## src/rtl/async_fifo_pkg.sv

```systemverilog
// Shared types and default constants for the FIFO write-side arbiter.
// Latency: n/a (declarations only).
// Backpressure: n/a (declarations only).
package async_fifo_pkg;

  localparam int DEF_DATA_SIZE = 8;
  localparam int DEF_NUM_REQ   = 4;
  localparam int DEF_MAX_BURST = 4;

  // Arbiter FSM: IDLE arbitrates, BURST streams beats from a single owner.
  typedef enum logic {
    IDLE  = 1'b0,
    BURST = 1'b1
  } arb_state_t;

endpackage

```

## src/rtl/async_fifo_wr_arb_rr_pick.sv

```systemverilog
// Round-robin picker: first requesting index searching upward from last_owner+1.
// Latency: purely combinational, 0 cycles.
// Backpressure: none; the caller decides when the pick is consumed.
module rr_pick #(
  parameter int NUM_REQ = 4,
  parameter int IW      = $clog2(NUM_REQ)
) (
  input  logic [NUM_REQ-1:0] req,
  input  logic [IW-1:0]      last_owner,
  output logic               valid,
  output logic [IW-1:0]      index
);

  localparam logic [IW:0] NR = (IW+1)'(NUM_REQ);

  logic [IW:0] cand;

  // Scan candidates from farthest to nearest so the nearest requester after last_owner wins.
  always_comb begin
    valid = 1'b0;
    index = '0;
    cand  = '0;
    for (int i = NUM_REQ; i >= 1; i--) begin
      cand = {1'b0, last_owner} + (IW+1)'(i);
      if (cand >= NR) begin
        cand = cand - NR;
      end
      if (req[cand[IW-1:0]]) begin
        valid = 1'b1;
        index = cand[IW-1:0];
      end
    end
  end

endmodule

```

## src/rtl/async_fifo_wr_arb.sv

```systemverilog
// Round-robin write arbiter feeding an async FIFO write port; optional stall counter under WR_ARB_STALL_CNT_EN.
// Latency: 1 cycle idle arbitration, then one beat per cycle combinationally (wr_inc/gnt/wr_data same cycle).
// Backpressure: wr_full holds the current owner's beat (no write, no gnt) and retries it every cycle without loss.
module async_fifo_wr_arb
  import async_fifo_pkg::*;
#(
  parameter int DATA_SIZE = DEF_DATA_SIZE,
  parameter int NUM_REQ   = DEF_NUM_REQ,
  parameter int MAX_BURST = DEF_MAX_BURST
) (
  input  logic                              wr_clk,
  input  logic                              wr_rstn,
  input  logic [NUM_REQ-1:0]                req,
  input  logic [NUM_REQ-1:0][DATA_SIZE-1:0] req_data,
  output logic [NUM_REQ-1:0]                gnt,
  input  logic                              wr_full,
  output logic                              wr_inc,
  output logic [DATA_SIZE-1:0]              wr_data,
  output logic                              busy,
  output logic [$clog2(NUM_REQ)-1:0]        owner_id,
  output logic [15:0]                       stall_cnt
);

  localparam int              IW        = $clog2(NUM_REQ);
  localparam logic [IW-1:0]   LAST_RST  = IW'(NUM_REQ - 1);
  localparam logic [4:0]      BEAT_LAST = 5'(MAX_BURST - 1);

  arb_state_t    state_q, state_d;
  logic [IW-1:0] owner_q, owner_d;
  logic [IW-1:0] last_q, last_d;
  logic [4:0]    beat_q, beat_d;

  logic          pick_vld;
  logic [IW-1:0] pick_idx;
  logic          own_req;
  logic          accept;

  rr_pick #(
    .NUM_REQ (NUM_REQ),
    .IW      (IW)
  ) u_rr_pick (
    .req        (req),
    .last_owner (last_q),
    .valid      (pick_vld),
    .index      (pick_idx)
  );

  // Beat acceptance and FIFO-side outputs are combinational on the current owner.
  always_comb begin
    own_req        = req[owner_q];
    accept         = (state_q == BURST) && own_req && !wr_full;
    wr_inc         = accept;
    gnt            = '0;
    gnt[owner_q]   = accept;
    wr_data        = (state_q == BURST) ? req_data[owner_q] : '0;
  end

  assign busy     = (state_q == BURST);
  assign owner_id = owner_q;

  // Next-state: arbitrate in IDLE, count beats in BURST, leave on burst limit or request drop.
  always_comb begin
    state_d = state_q;
    owner_d = owner_q;
    last_d  = last_q;
    beat_d  = beat_q;
    case (state_q)
      IDLE: begin
        if (pick_vld) begin
          state_d = BURST;
          owner_d = pick_idx;
          beat_d  = '0;
        end
      end
      BURST: begin
        if (!own_req) begin
          state_d = IDLE;
          last_d  = owner_q;
          owner_d = '0;
          beat_d  = '0;
        end else if (accept) begin
          if (beat_q == BEAT_LAST) begin
            state_d = IDLE;
            last_d  = owner_q;
            owner_d = '0;
            beat_d  = '0;
          end else begin
            beat_d = beat_q + 5'd1;
          end
        end
      end
      default: begin
        state_d = IDLE;
        owner_d = '0;
        beat_d  = '0;
      end
    endcase
  end

  // FSM registers; reset parks last_owner at the top index so requester 0 wins first.
  always_ff @(posedge wr_clk or negedge wr_rstn) begin
    if (!wr_rstn) begin
      state_q <= IDLE;
      owner_q <= '0;
      last_q  <= LAST_RST;
      beat_q  <= '0;
    end else begin
      state_q <= state_d;
      owner_q <= owner_d;
      last_q  <= last_d;
      beat_q  <= beat_d;
    end
  end

`ifdef WR_ARB_STALL_CNT_EN
  logic [15:0] stall_q, stall_d;

  // Count cycles the owner had a beat ready but the FIFO was full; saturates.
  always_comb begin
    stall_d = stall_q;
    if ((state_q == BURST) && own_req && wr_full && (stall_q != 16'hFFFF)) begin
      stall_d = stall_q + 16'd1;
    end
  end

  // Stall counter register.
  always_ff @(posedge wr_clk or negedge wr_rstn) begin
    if (!wr_rstn) begin
      stall_q <= '0;
    end else begin
      stall_q <= stall_d;
    end
  end

  assign stall_cnt = stall_q;
`else
  assign stall_cnt = '0;
`endif

endmodule

```

## config.mk

```make
export PLATFORM = sky130hd
export DESIGN_NAME = async_fifo_wr_arb
export DESIGN_NICKNAME = d
export VERILOG_FILES = /design/src/rtl/async_fifo_pkg.sv /design/src/rtl/async_fifo_wr_arb_rr_pick.sv /design/src/rtl/async_fifo_wr_arb.sv
export SDC_FILE = /design/constraint.sdc
export NUM_CORES = 1
export LEC_CHECK = 0
export CORE_UTILIZATION = 33
export CTS_CLUSTER_SIZE = 25
export DETAILED_ROUTE_END_ITERATION = 10
export PLACE_DENSITY_LB_ADDON = 0.08
export SYNTH_ARGS = -nofsm -noshare
export SYNTH_HDL_FRONTEND = slang
export SYNTH_SLANG_ARGS = --single-unit
```

## constraint.sdc

```tcl
create_clock -name wr_clk -period 2.12 [get_ports wr_clk]
set_clock_uncertainty 0.1 [all_clocks]
set_input_delay 0.636 -clock wr_clk [delete_from_list [all_inputs] [get_ports wr_clk]]
set_output_delay 0.636 -clock wr_clk [all_outputs]
set_load 0.05 [all_outputs]
```

==> results.toml, run 1 <==
[status]
status = "finished with violations"
violations = "setup timing"

[timing]
finalWorstSetupSlack_ns = -0.298
fin_crit_ns = 2.42
hold_violations = 0
fmax_ghz = 0.414
grt_setup_unrepaired = "yes"
final_max_slew_viol_count = 0
fin_tns_setup_ns = -3.15
fin_crit_sh_pct = 114
setup_viol = 13

[global_routing]
antenna_found_initial = 0
overflow = 0
first_global_vias = 1153
grtUsageTotal_pct = 18.2
grt_pass1_wl_mm = 4.95
grt_max_degree = 16

[cts]
cts_hold_buffers = 0
clk_path_buf_depth = 2
insertion_delay_ns = 0.27
root_buffer = "clkbuf_4"
cts_made_buffers = 3
cts_tree = "yes"
h-tree-depth = 1
clkTransAtPathRegs_ns = 0.07
clkSinkCount = 10

[drt]
wl_per_cell_um = 13.9
via_per_inst = 4.98
routed_wl_mm = 3.23
num_vias = 1161
drtPass1Iterations = 4
postRouteAntennaNets = 0
drc = 0
drt_iter0_drc = 31

[placed_design]
routabilityCongestion = 0.748
io_buffers = 54
hpwl_mm = 2.63
place_area_um2 = 1880
pre_cts_ws_ns = -0.626

[setup_path]
critical_path_class = "input port to output pin"
cp_max_fo = 3
required_ns = 1.38
cp.arrival_ns = 1.68
critPathLaunchType = "input port"
critical_path.endpoint_type = "output pin"

[floorplanning]
io_pins = 71
die_area_um2 = 3510
num_rows = 20
die_y_um = 59.2
fp.dieW_um = 59.2
core-area_um2 = 3080
initial_utilization_pct = 35.1

[synth]
ys_types = 41
syn_avg_cell_area_um2 = 9.40
ys_warn_count = 0
synth_flop_cell = "dfrtp_1"
synth.cell_area_um2 = 1080
async_reset_ff_share_pct = 100
synth-seq-cells = 10
yosysSeqAreaShare_pct = 23.4
netlist_instances = 115
synth_enable_flop_cells = 0

[min_path]
hold_class = "flip-flop to flip-flop"

[power]
powerDensity_nw_per_um2 = 1220
comb_power_share_pct = 79.4
p_int_uw = 1320
netSwitchingPower_uw = 1120
ir_drop_v = 0.000544
seqPwrFrac_pct = 13.6
p_leak_uw = 0.000886
swShare_pct = 46.0
clock_power_share_pct = 7.1

[finish]
syn2layout_area_growth_pct = 85.1
layout.nets = 230
n_fill_cell = 268
layout_commonest_cell = "dlygate4sd2_1"
final_cell_area_um2 = 2000
drive_gt1_share_pct = 45.0
layout_common_cells = "dlygate4sd2_1 (32), buf_4 (19), conb_1 (16)"
final_util_pct = 65.0
insertedDiodeCount = 0

[run]
drv_cap = 0
==> cell families (layout without fill, tap and decap cells) <==
group,Yosys count,after routing,synth area share [%]
mux,13,13,21.9
compound gates,26,26,18.1
buf+inv,26,85,14.9
flops,10,10,23.4
fa+ha+maj,1,1,1.16
other cells,1,16,0.347
simple gates,38,38,20.3
==> path summary, 6_finish.rpt <==
| kind | start | end | slack, ns | cells past startpoint |
|---|---|---|---|---|
| max | wr_full | gnt[3] | -0.30 | 4 |
| min | beat_q[1] | beat_q[1] | 0.45 | 1 |
| max reg2reg | owner_id[1] | beat_q[0] | 0.19 | 6 |
| min reg2reg | beat_q[1] | beat_q[1] | 0.45 | 1 |
| max in group asynchronous | wr_rstn | owner_id[1] | 0.98 | 1 |
| min in group asynchronous | wr_rstn | beat_q[2] | 0.59 | 1 |
==> layout make-up <==
| class | count | area, um^2 | area share (%) |
|---|---|---|---|
| repair buffers | 76 | 817 | 40.8 |
| clock buffers | 4 | 36.3 | 1.81 |
| well taps | 44 | 55.1 | 2.75 |
| multi-input cells | 94 | 815 | 40.7 |
| inverters | 5 | 21.3 | 1.06 |
| flip-flops and latches | 10 | 256 | 12.8 |
==> critical path: stages <==
cell and delay, ns:
clkdlybuf4s15_1 0.24, or4_4 0.55, nor2_4 0.12, buf_12 0.14
==> power groups by stage <==
| stage | clock network [uW] | logic, uW | registers (uW) |
|---|---|---|---|
| after floorplan | 0 | 1110 | 402 |
| after global placement | 0 | 1730 | 332 |
| after detailed placement | 0 | 1750 | 336 |
| after CTS | 178 | 1940 | 332 |
| after global routing | 185 | 2040 | 341 |
| final | 172 | 1940 | 332 |
==> synthesized netlist by cell type (2+ instances only) <==
cell type	n	share of area, %
dfstp_2	2	4.9
mux2_2	2	2.1
nor3_1	3	1.4
o22ai_1	3	1.7
or4_1	4	2.8
clkbuf_1	2	0.69
o31ai_1	2	1.4
buf_4	16	11
buf_2	3	1.4
mux4_2	8	17
or2_2	2	1.2
a21oi_1	6	2.8
nand3_1	3	1.4
nand2_1	5	1.7
inv_1	4	1.4
mux2i_1	2	1.9
a22o_1	2	1.6
and2_1	10	5.8
o21ai_0	2	0.93
nor2b_1	2	1.2
nor2_1	4	1.4
dfrtp_1	8	19
nand2b_1	2	1.2
==> per-layer routing <==
layer,vias to the layer above,global-route usage [%],share of wire (%)
met5,-,0,0
met4,0,5.10,1.1
met3,4,3.28,11
met2,61,33.9,51
met1,548,21.1,38
li1,548,-,-
==> flip-flops by register name, indices dropped and copies added, names as in the netlist <==
signal / count
beat_q: 5
last_q: 2
owner_id: 2
busy: 1
==> metrics by stage <==
step / std cells / hold slack [ns] / total power [uW]
after floorplan: 130 / 0.240 / 1520
after global placement: 226 / 0.415 / 2060
after detailed placement: 226 / 0.433 / 2090
after CTS: 233 / 0.451 / 2450
after global routing: 233 / 0.474 / 2570
final: 233 / 0.445 / 2440
==> repair_timing <==
| item | 4_1_cts | 5_1_grt |
|---|---|---|
| pin swaps | 7 | 4 |
| resized for setup | 64 | 3 |
| setup buffers | 3 | 0 |
| setup endpoints to repair | 21 | 18 |
Power figures use the tool's default switching activity.
==> run 2: changes to the inputs <==
- PLACE_DENSITY_LB_ADDON: 0.08 -> 0.25
==> run 2 against run 1 <==
Compared with the run above:
- largest power group unchanged
- setup slack improved by 0.031 ns
- the run still ends with setup timing left
- sequential share of layout area grew 0.073 points
- critical path type is now flip-flop to output pin
- critical path depth unchanged
- sequential power shrank 4%
- wire length rose by 5.9%
- non-clock buffer count up 1
- clock power fell by 17%
==> results.toml, run 2 (synthesis gave the netlist of run 1 again) <==
[status]
status = "finished with violations"
violations = "setup timing"

[global_routing]
grt_pass1_wl_mm = 5.12
overflow = 0
antenna_found_initial = 0
grtUsageTotal_pct = 20.2
first_global_vias = 1179
grt_max_degree = 16

[cts]
insertion_delay_ns = 0.27
clk_path_buf_depth = 2
clkTransAtPathRegs_ns = 0.07
cts_hold_buffers = 0
h-tree-depth = 1
cts_made_buffers = 3
cts_tree = "yes"
root_buffer = "clkbuf_4"
clkSinkCount = 10

[finish]
regMostFlops = "beat_q"
n_fill_cell = 243
layout.nets = 231
final_util_pct = 64.6
largest_reg_flops = 5
insertedDiodeCount = 0
layout_commonest_cell = "buf_4"
layout_common_cells = "buf_4 (20), clkdlybuf4s15_1 (19), conb_1 (16)"
syn2layout_area_growth_pct = 84.0
stdcell_count = 234
drive_gt1_share_pct = 44.7

[floorplanning]
die_area_um2 = 3510
num_rows = 20
io_pins = 71
fp.dieW_um = 59.2
die_y_um = 59.2
initial_utilization_pct = 35.1
core-area_um2 = 3080

[setup_path]
rr_startpoint = "owner_id[1]"
rrSetupSlack_ns = 0.18
worst_r2r_path_depth = 6
critical_path.endpoint_type = "output pin"
r2r-end = "beat_q[0]"
required_ns = 1.38
cp.arrival_ns = 1.65
critPathLaunchType = "flip-flop"
cp_max_fo = 4
critical_path_class = "flip-flop to output pin"

[drt]
num_vias = 1150
drtPass1Iterations = 5
wl_per_cell_um = 14.6
drt_iter0_drc = 33
drc = 0
via_per_inst = 4.91
routed_wl_mm = 3.42
postRouteAntennaNets = 0

[min_path]
hold_class = "flip-flop to flip-flop"
min_from = "beat_q[4]"
worstHoldEndpoint = "beat_q[4]"
min_path_cells = 1

[placed_design]
routabilityCongestion = 0.820
io_buffers = 54
hpwl_mm = 2.68
placed_cells = 226

[timing]
fin_crit_ns = 2.39
setup_viol = 13
hold_ws_ns = 0.447
grt_setup_unrepaired = "yes"
finalWorstSetupSlack_ns = -0.268
hold_violations = 0
final_max_slew_viol_count = 0
fin_crit_sh_pct = 113
fmax_ghz = 0.419

[power]
p_leak_uw = 0.000868
powerDensity_nw_per_um2 = 1220
p_total_uw = 2420
ir_drop_v = 0.000552

[run]
drv_cap = 0
[run 2: cell count changes in the layout (fill, tap and decap cells not counted), moves of 2 or more]
| cell | delta |
|---|---|
| clkdlybuf4s15_2 | -2 |
| dlygate4sd2_1 | -17 |
| buf_2 | +3 |
| clkdlybuf4s15_1 | +16 |
[run 2: worst max path at each step]
stage	from	to	slack (ns)	depth (start not counted)
2_1_floorplan	busy	gnt[1]	-0.27	4
3_3_place_gp	req[3]	gnt[3]	-0.63	5
3_5_place_dp	req[3]	gnt[3]	-0.64	5
4_1_cts	owner_id[1]	gnt[3]	-0.26	4
5_1_grt	owner_id[0]	wr_data[1]	-0.32	4
6_report	owner_id[0]	wr_data[1]	-0.27	4
[run 2: area by class of cell]
class	instances	area [um^2]	share of cell area (%)
clock buffer	4	26.3	1.32
inverter	5	21.3	1.07
multi-input combinational	94	811	40.8
sequential	10	256	12.9
tap	44	55.1	2.77
timing repair buffer	77	820	41.2
[run 2: through the flow]
stage | setup TNS (ns) | cell area [um^2] | setup WS [ns]
2_1_floorplan | -1.62 | 1230 | -0.271
3_3_place_gp | -9.56 | 1870 | -0.634
3_5_place_dp | -10.06 | 1870 | -0.644
4_1_cts | -3.18 | 1970 | -0.262
5_1_grt | -3.78 | 1990 | -0.321
6_report | -3.11 | 1990 | -0.268
[run 2: timing repair]
item / in CTS / in global routing
endpoints found under the setup margin: 20 / 18
setup buffers: 3 / 1
pin swaps: 7 / 2
gates resized for setup: 84 / 4
[run 2: power breakdown]
| part | leakage [uW] | switching [uW] | internal [uW] |
|---|---|---|---|
| combinational | 0.000730 | 998 | 962 |
| clock | 0.0000150 | 69.5 | 72.9 |
| sequential | 0.000123 | 60.3 | 259 |
| total | 0.000868 | 1130 | 1290 |
[run 2: metal layers]
layer	wire length, um	track usage [%]	up-vias
met2	1820	38.8	55
met4	59	10.9	0
li1	-	-	544
met3	319	3.71	4
met1	1230	20.1	547
met5	0	0	-
[run 2: critical path, stage by stage, from the launching register on]
cell and delay [ns]:
dfrtp_2 0.40, buf_6 0.14, mux4_2 0.52, and2_4 0.19, buf_8 0.14
==> run 3: changes to the inputs <==
==> constraint.sdc (replaced) <==
create_clock -name wr_clk -period 2.12 [get_ports wr_clk]
set_clock_uncertainty 0.1 [all_clocks]
set_input_delay 0.212 -clock wr_clk [delete_from_list [all_inputs] [get_ports wr_clk]]
set_output_delay 0.212 -clock wr_clk [all_outputs]
set_load 0.05 [all_outputs]
==> run 3 against run 2 <==
Compared with the run above:
- the flow now finishes without violations
- via count shrank 4.5%
- register-to-register slack is essentially flat
- die area is the same
- critical path depth is the same
- setup slack gained 0.34 ns
- cell area shrank 10%
- final cell count shrank 3.8%
- core utilization shrank 6.7 points
- wire length shrank 15%
- sequential power grew 5%
- global-route usage shrank 3.5 points
- largest power group unchanged
==> results.toml, run 3 (synthesis gave the netlist of run 1 again) <==
[timing]
hold_violations = 0
grt_setup_unrepaired = "no"
final_max_slew_viol_count = 0
fin_crit_ns = 2.04
hold_ws_ns = 0.155
fin_crit_sh_pct = 96.5
finalWorstSetupSlack_ns = 0.0751
fmax_ghz = 0.489
fin_tns_setup_ns = 0
setup_viol = 0

[cts]
root_buffer = "clkbuf_4"
cts_hold_buffers = 0
cts_made_buffers = 3
cts_tree = "yes"
clk_path_buf_depth = 2
clkTransAtPathRegs_ns = 0.07
h-tree-depth = 1
clkSinkCount = 10
insertion_delay_ns = 0.27

[finish]
insertedDiodeCount = 0
syn2layout_area_growth_pct = 64.9
layout.nets = 222
layout_commonest_cell = "clkdlybuf4s50_1"
drive_gt1_share_pct = 33.1
largest_reg_flops = 5
n_fill_cell = 262
layout_common_cells = "clkdlybuf4s50_1 (39), buf_4 (23), conb_1 (16)"
regMostFlops = "beat_q"

[setup_path]
critPathLaunchType = "flip-flop"
critical_path.endpoint_type = "output pin"
required_ns = 1.81
r2r-end = "beat_q[0]"
cp_max_fo = 5
rr_startpoint = "owner_id[0]"
rrSetupSlack_ns = 0.18
critical_path_class = "flip-flop to output pin"
worst_r2r_path_depth = 6
cp.arrival_ns = 1.73

[drt]
routed_wl_mm = 2.91
drc = 0
drt_iter0_drc = 20
drtPass1Iterations = 4
postRouteAntennaNets = 0
num_vias = 1098
wl_per_cell_um = 12.9
via_per_inst = 4.88

[global_routing]
grt_pass1_wl_mm = 4.51
grtUsageTotal_pct = 16.6
grt_max_degree = 17
first_global_vias = 1044
antenna_found_initial = 0
overflow = 0

[power]
ir_drop_v = 0.000586
p_leak_uw = 0.000738
p_total_uw = 2030
powerDensity_nw_per_um2 = 1140

[floorplanning]
fp.dieW_um = 59.2
num_rows = 20
die_area_um2 = 3510
die_y_um = 59.2
initial_utilization_pct = 35.1
core-area_um2 = 3080
io_pins = 71

[run]
drv_cap = 0

[placed_design]
io_buffers = 54
routabilityCongestion = 0.849
hpwl_mm = 2.36
pre_cts_ws_ns = 0.0649

[min_path]
hold_class = "input port to asynchronous set/reset pin"

[status]
status = "complete, no violations"
## run 3: cell count changes in the layout (fill, tap and decap cells not counted), sizes merged
cell / change
buf: -13
clkdlybuf4s15: -19
dlygate4sd2: -15
clkdlybuf4s50: +38
## run 3: power by group
| part | leakage (uW) | internal, uW | switching [uW] |
|---|---|---|---|
| sequential | 0.000124 | 257 | 78.1 |
| clock | 0.0000210 | 104 | 66.8 |
| combinational | 0.000593 | 657 | 866 |
| total | 0.000738 | 1020 | 1010 |
## run 3: cell type report
| type | count | area [um^2] | area share [%] |
|---|---|---|---|
| clock buffers | 4 | 36.3 | 2.04 |
| inverters | 5 | 18.8 | 1.05 |
| multi-input cells | 94 | 734 | 41.2 |
| flip-flops and latches | 10 | 255 | 14.3 |
| well taps | 44 | 55.1 | 3.09 |
| repair buffers | 68 | 683 | 38.3 |
## run 3: what timing repair did
item / in CTS / in global routing
endpoints found under the setup margin: 3 / 3
setup buffers: 3 / 2
gates resized for setup: 0 / 1
gates cloned: 0 / 0
## run 3: metrics by stage
stage	utilization, %	cells	area [um^2]
detailed placement	55.0	216	1690
CTS	57.3	223	1760
finish	57.9	225	1780
global placement	55.0	216	1690
global route	57.9	225	1780
floorplan	-	130	1150
## run 3: worst max-delay path by stage
stage          cells after the start  slack, ns        start         to
6_report                           4       0.08  owner_id[1]     gnt[3]
5_1_grt                            4       0.02  owner_id[1]     gnt[3]
3_5_place_dp                       5       0.06       req[3]  beat_q[0]
3_3_place_gp                       5        0.1       req[3]  beat_q[0]
2_1_floorplan                      4      -0.04         busy     gnt[1]
4_1_cts                            4       0.02         busy     gnt[3]
## run 3: critical path, cell delays in order (launching register included)
cell and delay, ns:
dfrtp_1 0.47, mux2i_2 0.21, or4_1 0.47, nor2_2 0.17
buf_12 0.15
## run 3: layer usage
| layer | track usage, % | part of all wire, % |
|---|---|---|
| met1 | 19.4 | 39 |
| met2 | 29.1 | 48 |
| met3 | 6.55 | 11 |
| met4 | 2.72 | 0.86 |
| met5 | 0 | 0 |
